## src/rtl/vrf_pkg.sv

```systemverilog
// Shared types and sizing helpers for the vector register file sequencer.
package vrf_pkg;

    localparam int REG_NUM_DEF = 32;
    localparam int LANES_DEF   = 4;

    typedef enum logic [1:0] {R_IDLE, R_FETCH, R_WAIT, R_EXEC} rd_state_t;
    typedef enum logic [1:0] {W_IDLE, W_ARM, W_DATA} wr_state_t;

    function automatic int addr_b(input int reg_num);
        return (reg_num > 1) ? $clog2(reg_num) : 1;
    endfunction

    function automatic int elem_b(input int lanes);
        return (lanes > 1) ? $clog2(lanes) : 1;
    endfunction

endpackage

```

## src/rtl/vrf_ctrl_if.sv

```systemverilog
// Issue-stage handshake carrying one decoded vector instruction.
interface vrf_ctrl_if import vrf_pkg::*; #(
    parameter int ADDR_B = addr_b(REG_NUM_DEF)
) ();
    logic              issue_valid_i;
    logic              issue_ready_o;
    logic [ADDR_B-1:0] vs1_i;
    logic [ADDR_B-1:0] vs2_i;
    logic [ADDR_B-1:0] vs3_i;
    logic [ADDR_B-1:0] vd_i;
    logic              use_c_i;
    logic              wb_i;

    modport master (
        output issue_valid_i, vs1_i, vs2_i, vs3_i, vd_i, use_c_i, wb_i,
        input  issue_ready_o
    );

    modport slave (
        input  issue_valid_i, vs1_i, vs2_i, vs3_i, vd_i, use_c_i, wb_i,
        output issue_ready_o
    );
endinterface

```

## src/rtl/vrf_wb_seq.sv

```systemverilog
// Write-back sequencer: arms the VRF write port, then writes one element per lane result beat.
module vrf_wb_seq import vrf_pkg::*; #(
    parameter int LANES  = LANES_DEF,
    parameter int ADDR_B = addr_b(REG_NUM_DEF),
    localparam int ELEM_B = elem_b(LANES)
) (
    input  logic              clk_i,
    input  logic              resetn_i,
    input  logic              i_pend_v,
    input  logic              i_pend_set,
    input  logic [ADDR_B-1:0] i_pend_vd,
    input  logic              result_valid_i,
    output logic              result_ready_o,
    output logic              wr_req_o,
    output logic              wr_en_o,
    output logic [ELEM_B-1:0] wr_elem_cnt_o,
    output logic              wr_ready_o,
    output logic [ADDR_B-1:0] wr_addr_o,
    output logic              o_clr
);

    localparam logic [ELEM_B-1:0] LAST = ELEM_B'(LANES - 1);

    wr_state_t         r_state, w_next;
    logic [ELEM_B-1:0] r_wcnt;

    // Arming on the accept itself puts wr_req one cycle after the issue handshake.
    always_comb begin
        w_next         = r_state;
        result_ready_o = 1'b0;
        wr_req_o       = 1'b0;
        wr_en_o        = 1'b0;
        wr_ready_o     = 1'b0;
        o_clr          = 1'b0;
        case (r_state)
            W_IDLE: if (i_pend_v || i_pend_set) w_next = W_ARM;
            W_ARM: begin
                wr_req_o = 1'b1;
                w_next   = W_DATA;
            end
            W_DATA: begin
                result_ready_o = 1'b1;
                if (result_valid_i) begin
                    wr_en_o = 1'b1;
                    if (r_wcnt == LAST) begin
                        wr_ready_o = 1'b1;
                        o_clr      = 1'b1;
                        w_next     = W_IDLE;
                    end
                end
            end
            default: w_next = W_IDLE;
        endcase
    end

    always_ff @(posedge clk_i or negedge resetn_i) begin
        if (!resetn_i) begin
            r_state <= W_IDLE;
            r_wcnt  <= '0;
        end else begin
            r_state <= w_next;
            if (wr_en_o) r_wcnt <= (r_wcnt == LAST) ? '0 : r_wcnt + 1'b1;
        end
    end

    assign wr_elem_cnt_o = r_wcnt;
    assign wr_addr_o     = i_pend_vd;

endmodule

```

## src/rtl/vrf_ctrl.sv

```systemverilog
// VRF sequencer top: operand fetch and element streaming to the lanes, single pending
// write-back tag with RAW hazard stall, and the write-back sequencer.
module vrf_ctrl import vrf_pkg::*; #(
    parameter int REG_NUM = REG_NUM_DEF,
    parameter int LANES   = LANES_DEF,
    localparam int ADDR_B = addr_b(REG_NUM),
    localparam int ELEM_B = elem_b(LANES)
) (
    input  logic              clk_i,
    input  logic              resetn_i,
    vrf_ctrl_if.slave         iss,
    output logic [ADDR_B-1:0] a_addr_o,
    output logic [ADDR_B-1:0] b_addr_o,
    output logic [ADDR_B-1:0] c_addr_o,
    output logic [ADDR_B-1:0] wr_addr_o,
    output logic              rd_req_o,
    output logic              is_c_used_o,
    input  logic              rd_op_ready_i,
    output logic [ELEM_B-1:0] rd_elem_cnt_o,
    output logic              exec_valid_o,
    input  logic              exec_ready_i,
    input  logic              result_valid_i,
    output logic              result_ready_o,
    output logic              wr_req_o,
    output logic              wr_en_o,
    output logic [ELEM_B-1:0] wr_elem_cnt_o,
    output logic              wr_ready_o,
    output logic              busy_o
);

    localparam logic [ELEM_B-1:0] LAST = ELEM_B'(LANES - 1);

    rd_state_t         r_rstate, w_rnext;
    logic [ELEM_B-1:0] r_rcnt;
    logic [ADDR_B-1:0] r_a, r_b, r_c, r_pend_vd;
    logic              r_use_c, r_pend_v;
    logic              w_hazard, w_accept, w_pend_set, w_clr, w_rbeat;

    // Stall decision uses only registered state and issue inputs, never lane handshakes.
    assign w_hazard = (iss.vs1_i == r_pend_vd) || (iss.vs2_i == r_pend_vd) ||
                      (iss.use_c_i && (iss.vs3_i == r_pend_vd));
    assign iss.issue_ready_o = (r_rstate == R_IDLE) && !(r_pend_v && (iss.wb_i || w_hazard));
    assign w_accept   = iss.issue_valid_i && iss.issue_ready_o;
    assign w_pend_set = w_accept && iss.wb_i;

    always_comb begin
        w_rnext      = r_rstate;
        rd_req_o     = 1'b0;
        exec_valid_o = 1'b0;
        w_rbeat      = 1'b0;
        case (r_rstate)
            R_IDLE:  if (w_accept) w_rnext = R_FETCH;
            R_FETCH: begin
                rd_req_o = 1'b1;
                w_rnext  = R_WAIT;
            end
            R_WAIT:  if (rd_op_ready_i) w_rnext = R_EXEC;
            R_EXEC: begin
                exec_valid_o = 1'b1;
                if (exec_ready_i) begin
                    w_rbeat = 1'b1;
                    if (r_rcnt == LAST) w_rnext = R_IDLE;
                end
            end
            default: w_rnext = R_IDLE;
        endcase
    end

    always_ff @(posedge clk_i or negedge resetn_i) begin
        if (!resetn_i) begin
            r_rstate  <= R_IDLE;
            r_rcnt    <= '0;
            r_a       <= '0;
            r_b       <= '0;
            r_c       <= '0;
            r_use_c   <= 1'b0;
            r_pend_v  <= 1'b0;
            r_pend_vd <= '0;
        end else begin
            r_rstate <= w_rnext;
            if (w_rbeat) r_rcnt <= (r_rcnt == LAST) ? '0 : r_rcnt + 1'b1;
            if (w_accept) begin
                r_a     <= iss.vs1_i;
                r_b     <= iss.vs2_i;
                r_c     <= iss.vs3_i;
                r_use_c <= iss.use_c_i;
            end
            // Set and clear never coincide: a wb issue is refused while the tag is live.
            if (w_pend_set) begin
                r_pend_v  <= 1'b1;
                r_pend_vd <= iss.vd_i;
            end else if (w_clr) begin
                r_pend_v  <= 1'b0;
            end
        end
    end

    assign a_addr_o      = r_a;
    assign b_addr_o      = r_b;
    assign c_addr_o      = r_c;
    assign is_c_used_o   = r_use_c;
    assign rd_elem_cnt_o = r_rcnt;
    assign busy_o        = (r_rstate != R_IDLE) || r_pend_v;

    vrf_wb_seq #(
        .LANES  (LANES),
        .ADDR_B (ADDR_B)
    ) u_wb_seq (
        .clk_i          (clk_i),
        .resetn_i       (resetn_i),
        .i_pend_v       (r_pend_v),
        .i_pend_set     (w_pend_set),
        .i_pend_vd      (r_pend_vd),
        .result_valid_i (result_valid_i),
        .result_ready_o (result_ready_o),
        .wr_req_o       (wr_req_o),
        .wr_en_o        (wr_en_o),
        .wr_elem_cnt_o  (wr_elem_cnt_o),
        .wr_ready_o     (wr_ready_o),
        .wr_addr_o      (wr_addr_o),
        .o_clr          (w_clr)
    );

endmodule

```

## src/flat_wrapper.sv

```systemverilog
// flat-port wrapper written by rule: the top's interface ports become plain ports
module vrf_ctrl_flat import vrf_pkg::*;
#(
    parameter int REG_NUM = REG_NUM_DEF,
    parameter int LANES   = LANES_DEF,
    localparam int ADDR_B = addr_b(REG_NUM),
    localparam int ELEM_B = elem_b(LANES)
)
  (clk_i, resetn_i, a_addr_o, b_addr_o, c_addr_o, wr_addr_o, rd_req_o, is_c_used_o, rd_op_ready_i, rd_elem_cnt_o, exec_valid_o, exec_ready_i, result_valid_i, result_ready_o, wr_req_o, wr_en_o, wr_elem_cnt_o, wr_ready_o, busy_o, iss_issue_valid_i, iss_vs1_i, iss_vs2_i, iss_vs3_i, iss_vd_i, iss_use_c_i, iss_wb_i, iss_issue_ready_o);
  vrf_ctrl_if #(.ADDR_B(5)) iss_i ();
  input  logic clk_i;
  input  logic resetn_i;
  output logic [ADDR_B-1:0] a_addr_o;
  output logic [ADDR_B-1:0] b_addr_o;
  output logic [ADDR_B-1:0] c_addr_o;
  output logic [ADDR_B-1:0] wr_addr_o;
  output logic rd_req_o;
  output logic is_c_used_o;
  input  logic rd_op_ready_i;
  output logic [ELEM_B-1:0] rd_elem_cnt_o;
  output logic exec_valid_o;
  input  logic exec_ready_i;
  input  logic result_valid_i;
  output logic result_ready_o;
  output logic wr_req_o;
  output logic wr_en_o;
  output logic [ELEM_B-1:0] wr_elem_cnt_o;
  output logic wr_ready_o;
  output logic busy_o;
  input wire logic [$bits(iss_i.issue_valid_i)-1:0] iss_issue_valid_i;
  input wire logic [$bits(iss_i.vs1_i)-1:0] iss_vs1_i;
  input wire logic [$bits(iss_i.vs2_i)-1:0] iss_vs2_i;
  input wire logic [$bits(iss_i.vs3_i)-1:0] iss_vs3_i;
  input wire logic [$bits(iss_i.vd_i)-1:0] iss_vd_i;
  input wire logic [$bits(iss_i.use_c_i)-1:0] iss_use_c_i;
  input wire logic [$bits(iss_i.wb_i)-1:0] iss_wb_i;
  output wire logic [$bits(iss_i.issue_ready_o)-1:0] iss_issue_ready_o;
  assign iss_i.issue_valid_i = iss_issue_valid_i;
  assign iss_i.vs1_i = iss_vs1_i;
  assign iss_i.vs2_i = iss_vs2_i;
  assign iss_i.vs3_i = iss_vs3_i;
  assign iss_i.vd_i = iss_vd_i;
  assign iss_i.use_c_i = iss_use_c_i;
  assign iss_i.wb_i = iss_wb_i;
  assign iss_issue_ready_o = iss_i.issue_ready_o;
  vrf_ctrl #(.REG_NUM(REG_NUM), .LANES(LANES)) u_core (.clk_i(clk_i), .resetn_i(resetn_i), .iss(iss_i), .a_addr_o(a_addr_o), .b_addr_o(b_addr_o), .c_addr_o(c_addr_o), .wr_addr_o(wr_addr_o), .rd_req_o(rd_req_o), .is_c_used_o(is_c_used_o), .rd_op_ready_i(rd_op_ready_i), .rd_elem_cnt_o(rd_elem_cnt_o), .exec_valid_o(exec_valid_o), .exec_ready_i(exec_ready_i), .result_valid_i(result_valid_i), .result_ready_o(result_ready_o), .wr_req_o(wr_req_o), .wr_en_o(wr_en_o), .wr_elem_cnt_o(wr_elem_cnt_o), .wr_ready_o(wr_ready_o), .busy_o(busy_o));
endmodule
```

## config.mk

```make
export PLATFORM = sky130hd
export DESIGN_NAME = vrf_ctrl_flat
export DESIGN_NICKNAME = d
export VERILOG_FILES = /design/src/rtl/vrf_pkg.sv /design/src/rtl/vrf_ctrl_if.sv /design/src/rtl/vrf_wb_seq.sv /design/src/rtl/vrf_ctrl.sv /design/src/flat_wrapper.sv
export SDC_FILE = /design/constraint.sdc
export NUM_CORES = 1
export LEC_CHECK = 0
export BUFFER_PORTS_ARGS = -buffer_cell sky130_fd_sc_hd__clkbuf_2
export CELL_PAD_IN_SITES_DETAIL_PLACEMENT = 2
export CELL_PAD_IN_SITES_GLOBAL_PLACEMENT = 2
export CORE_MARGIN = 8
export CORE_UTILIZATION = 32
export CTS_CLUSTER_DIAMETER = 60
export DETAILED_ROUTE_END_ITERATION = 10
export GPL_TIMING_DRIVEN = 1
export PLACE_DENSITY_LB_ADDON = 0.1
export SLEW_MARGIN = 5
export SYNTH_ARGS = -nofsm -noshare
export SYNTH_HDL_FRONTEND = slang
export SYNTH_HIERARCHICAL = 1
export SYNTH_SLANG_ARGS = --single-unit
```

## constraint.sdc

```tcl
create_clock -name clk_i -period 4 [get_ports clk_i]
set_input_delay 0.4 -clock clk_i [delete_from_list [all_inputs] [get_ports clk_i]]
set_output_delay 0.4 -clock clk_i [all_outputs]
set_load 0.03 [all_outputs]
```

# After elaboration in Yosys (flattened, before gate mapping)
# Cells that the tools add are included.
[op_classes]
n_addsub = 2
reduce_logical = 17
n_eq_ne = 17
muxes = 24
[ops]
columns = ["op", "n"]
rows = [
  ["2-bit 2-to-1 mux", 9],
  ["5-bit equality test", 3],
  ["1-bit 2-to-1 mux", 13],
  ["2-bit equality test (second input constant)", 5],
  ["2-bit != test (second input constant)", 5],
  ["2-bit case mux with 4 select lines", 1],
  ["2-bit case mux with 3 select lines", 1],
  ["1-bit logical AND", 5],
  ["1-bit logical OR", 5],
  ["2-bit by 1-bit adder with 2-bit output (second input constant)", 2],
  ["2-bit by 1-bit equality test with 1-bit output (second input constant)", 2],
  ["2-bit zero test", 2],
  ["2-bit by 1-bit != test with 1-bit output (second input constant)", 2],
  ["4-bit AND reduction", 1],
  ["2-bit nonzero test", 2],
  ["3-bit AND reduction", 1],
  ["1-bit zero test", 1],
]
[totals]
regBits = 30
inputBits = 28
wordCells = 70
output_inout_bits = 33

# Longest topological paths before layout
[logic_depth]
word_depth = 12
depth_mapped = 7
mapped_depth_nobuf = 6

# Modules after synthesis
# Netlist, hierarchy kept.
[modules_own_cells]
columns = ["mod", "cells_each", "area_per_inst_um2", "instances"]
rows = [
  ["vrf_ctrl", 108, 1315.0, 1],
  ["vrf_wb_seq", 22, 241.5, 1],
]

# Least setup slack after synthesis
# Ideal clock, no wire load.
[synth_timing]
path_kind = "reg-to-output"
start = "register u_core.r_pend_vd[3]"
end = "output port iss_issue_ready_o"
path_slack_ns = 2.023
arrival_ns = 1.577
path_stages_with_launch = 6
path_cell_list = "dfrtp_1 > xnor2_1 > nand4_1 > o22ai_1 > or3_1 > a21oi_1"
[synth_between]
elab_chain_cells = 7
elab_cells_between_ends = 10
[synth_rtl]
columns = ["item", "line", "rtl"]
rows = [
  ["start, declared", "vrf_ctrl.sv:35", "logic [ADDR_B-1:0] r_a, r_b, r_c, r_pend_vd;"],
  ["start signal, assigned", "vrf_ctrl.sv:91", "r_pend_vd <= iss.vd_i;"],
  ["5-bit equality test, on equally long branches", "vrf_ctrl.sv:40, vrf_ctrl.sv:41", ""],
  ["1-bit logical OR / 1-bit logical AND (equally long branches)", "vrf_ctrl.sv:40, vrf_ctrl.sv:41", ""],
  ["1-bit logical OR (*)", "vrf_ctrl.sv:40", "assign w_hazard = (iss.vs1_i == r_pend_vd) || (iss.vs2_i == r_pend_vd) ||"],
  ["1-bit logical OR (*)", "vrf_ctrl.sv:42", "assign iss.issue_ready_o = (r_rstate == R_IDLE) && !(r_pend_v && (iss.wb_i || w_hazard));"],
  ["1-bit logical AND (*)", "vrf_ctrl.sv:42", ""],
  ["1-bit zero test (*)", "vrf_ctrl.sv:42", ""],
  ["1-bit logical AND (*)", "vrf_ctrl.sv:42", ""],
  ["end, declared", "flat_wrapper.sv:37", "output wire logic [$bits(iss_i.issue_ready_o)-1:0] iss_issue_ready_o;"],
]
# Mark *: on every way between the ends. The rest lies on a longest branch, timed or not.

# Worst setup path in the final report
[layout_timing]
start = "register u_core.r_pend_vd[1]"
end = "output port iss_issue_ready_o"
# The elaborated chain is that of the path after synthesis.

==> qor.txt <==
Post CTS Setup Buffer Count -> 0
maximum vdd drop -> 283 uV
CTS tree -> yes
CTS H-Tree Depth -> 2
first-pass GRT wire length -> 6.77 mm
critical path start-end classification -> reg -> out
CP bufs+invs -> 1
placed cells -> 250
Total GRT Usage -> 12.0%
Antenna Violating Nets Remaining -> 0
fin area -> 1970 sq um
Async SR Flop Fraction -> 100%
top_reg_cell synth -> dfrtp_1
CP Launch Type -> register
Max Cap Viol -> 0
vias in the first global route -> 1313
RSZ-0062 raised after global routing -> false
register area share after synthesis -> 48.2%
Core ar. -> 4720 sq um
CP max stage cell -> dfrtp_1
post-synthesis cell type count -> 29
P&R area growth vs syn -> 26.4%
hold_buf cts -> 0
Least-Margin Pin Slew -> 0.762 ns
number of flops mapped to enable cells by yosys -> 0
Setup WS post-layout -> 1.73 ns
Leak -> 1.04 nW
Detailed Place HPWL -> 3.43 mm
f_max -> 440 MHz
clock power share -> 12.9%
CP cell instances -> xnor2_1 > nand4_1 > o22ai_1 > or3_1 > a21oi_1 > clkbuf_2
WP data required -> 3.60 ns
global placement routability congestion -> 0.728
CTS max path bufs -> 2
DRT Wirelength -> 4.13 mm
Final Instance Count excl. Fillers -> 256
Setup crit end kind -> primary output
Die ar. -> 7350 sq um
Post-DP Area -> 1880 sq um
crit share post-route -> 56.9%
site row count -> 25
layout cells sized above 1 -> 47.6%
detailed-route DRC error count -> 0
Top delay family on crit path -> flip-flops
clk_skew -> 0.00321 ns
sw frac -> 46.4%
initial core utilization -> 33.0%
port bufs -> 60
HP Class -> in -> async
setup TNS -> 0 ns
total grt overflow -> 0
pre-CTS setup slack -> 1.84 ns
nets@finish -> 224
root buffer cell -> clkbuf_8
DR vias -> 1173
synth cell count leaders -> dfrtp_1, nand2_1, mux2_4, xnor2_1, mux2_2
Mapped Area -> 1560 sq um
ranking of synthesized cells by area -> dfrtp_1, mux2_4, xnor2_1, mux2_2, nand2_1
Ports -> 61
die width -> 85.7 um
sequential share of power -> 33.0%
Comb pwr share -> 54.1%
total CTS buffers -> 5
Int Pwr -> 991 uW
Slew Limit Fails -> 0
outcome -> finished, final reports clean
Cells after Synth -> 130
Tmin final -> 2.27 ns
Avg Synthesized Cell Area -> 12.0 sq um
Initial DRT Pass Iterations -> 2
Die Height -> 85.7 um
vias per cell -> 4.58
# resized after CTS -> 0
pin count of the biggest net entering global routing -> 31
Crit path largest cell delay -> 0.47 ns
CTS Sinks -> 30
total power -> 1.85 mW
Yosys warnings -> 6
syn nets -> 164
final hold vios -> 0
initial DRC count -> 40
worst-path fanout max -> 5
latest clock arrival within the worst-skew pair -> 0.28 ns
Synth top area share -> 48.2%
CTS clk-pin slew, worst paths -> 0.06 ns
#FFs+latches synth -> 30
Slew Limit Headroom -> 49.2%
Setup-failing EPs final -> 0
crit path DAT -> 1.87 ns
cell taking the most area after synthesis -> dfrtp_1
top-count cell post-synth -> dfrtp_1
pwr/cell area -> 939 nW/um^2
R2R setup slack -> 1.90 ns
diode count -> 0
DR WL/cell -> 16.1 um
Psw -> 857 uW
antenna violations before repair -> 0
[flip-flops by register name (all words and copies together) (netlist names)]
register	count
u_core/u_wb_seq/r_state	2
u_core/a_addr_o	5
u_core/b_addr_o	5
u_core/rd_elem_cnt_o	2
u_core/r_pend_vd	5
u_core/r_rstate	2
u_core/c_addr_o	5
u_core/r_pend_v	1
u_core/u_wb_seq/wr_elem_cnt_o	2
u_core/is_c_used_o	1
[area by class of cell]
class | count | area (sq um)
Inverter | 6 | 22.5
Clock buffer | 6 | 82.6
Sequential cell | 30 | 751
Fill cell | 515 | 2760
Timing Repair Buffer | 60 | 300
Tap cell | 67 | 83.8
Multi-Input combinational cell | 87 | 727
[logic make-up after synthesis]
group	count (synthesis)	synth area share (%)
simple gates	35	11.1
flops	30	48.2
mux	20	17.4
xor+xnor	15	8.44
buf+inv	13	5.06
compound gates	11	4.98
fa+ha+maj	6	4.82
[power by group through the flow]
stage | combinational [mW] | clock [mW] | sequential, mW
final | 0.999 | 0.238 | 0.611
after global routing | 1.08 | 0.260 | 0.638
after CTS | 1.02 | 0.247 | 0.618
after detailed placement | 1.02 | 0 | 0.622
after global placement | 0.986 | 0 | 0.605
after floorplan | 0.581 | 0 | 0.785
[per-layer routing]
layer	track usage, %	up-vias	part of all wire (%)
li1	-	555	-
met1	14.0	573	43
met2	19.0	37	49
met3	4.39	8	6.6
met4	5.73	0	1.7
met5	0	-	0
[worst reg2reg max path: cells and delay by family, from the launching register on]
family                    cells  cell delay [ns]
xor gates and xnor gates      1             0.20
muxes                         1             0.40
and+or+nand+nor               3             0.81
DFF                           1             0.46
AOI/OAI and AO/OA             1             0.12
[layout by cell type (no fill, tap or decap), drive strengths merged, types with 2 or more instances in the layout]
cell type	synthesis	routed
xnor2	12	12
inv	6	6
dfrtp	30	30
nand4	2	2
mux2	20	20
nand3	2	2
nand2	21	21
clkbuf	0	66
ha	6	6
o21ai	2	2
nor3	2	2
a21oi	2	2
a21o	2	2
xor2	3	3
nor2	2	2
[worst paths after layout]
kind                                                 start  cells after the start                    endpoint
worst max-delay path                   u_core/r_pend_vd[1]                      6           iss_issue_ready_o
worst min-delay path                              resetn_i                      1     u_core/rd_elem_cnt_o[1]
worst max register to register         u_core/r_pend_vd[2]                      6          u_core/a_addr_o[4]
worst min register to register  u_core/u_wb_seq/r_state[0]                      1  u_core/u_wb_seq/r_state[0]
max in group asynchronous                         resetn_i                      1         u_core/r_pend_vd[4]
min in group clk_i                             iss_vd_i[0]                      3         u_core/r_pend_vd[0]
[per-stage QoR]
step                      hold slack [ns]  util [%]
after global routing                0.243      41.6
after detailed placement            0.484      39.9
after floorplan                     0.104         -
after CTS                           0.217      41.6
after global placement              0.456      39.9
final                               0.184      41.6
Power figures use the tool's default switching activity.
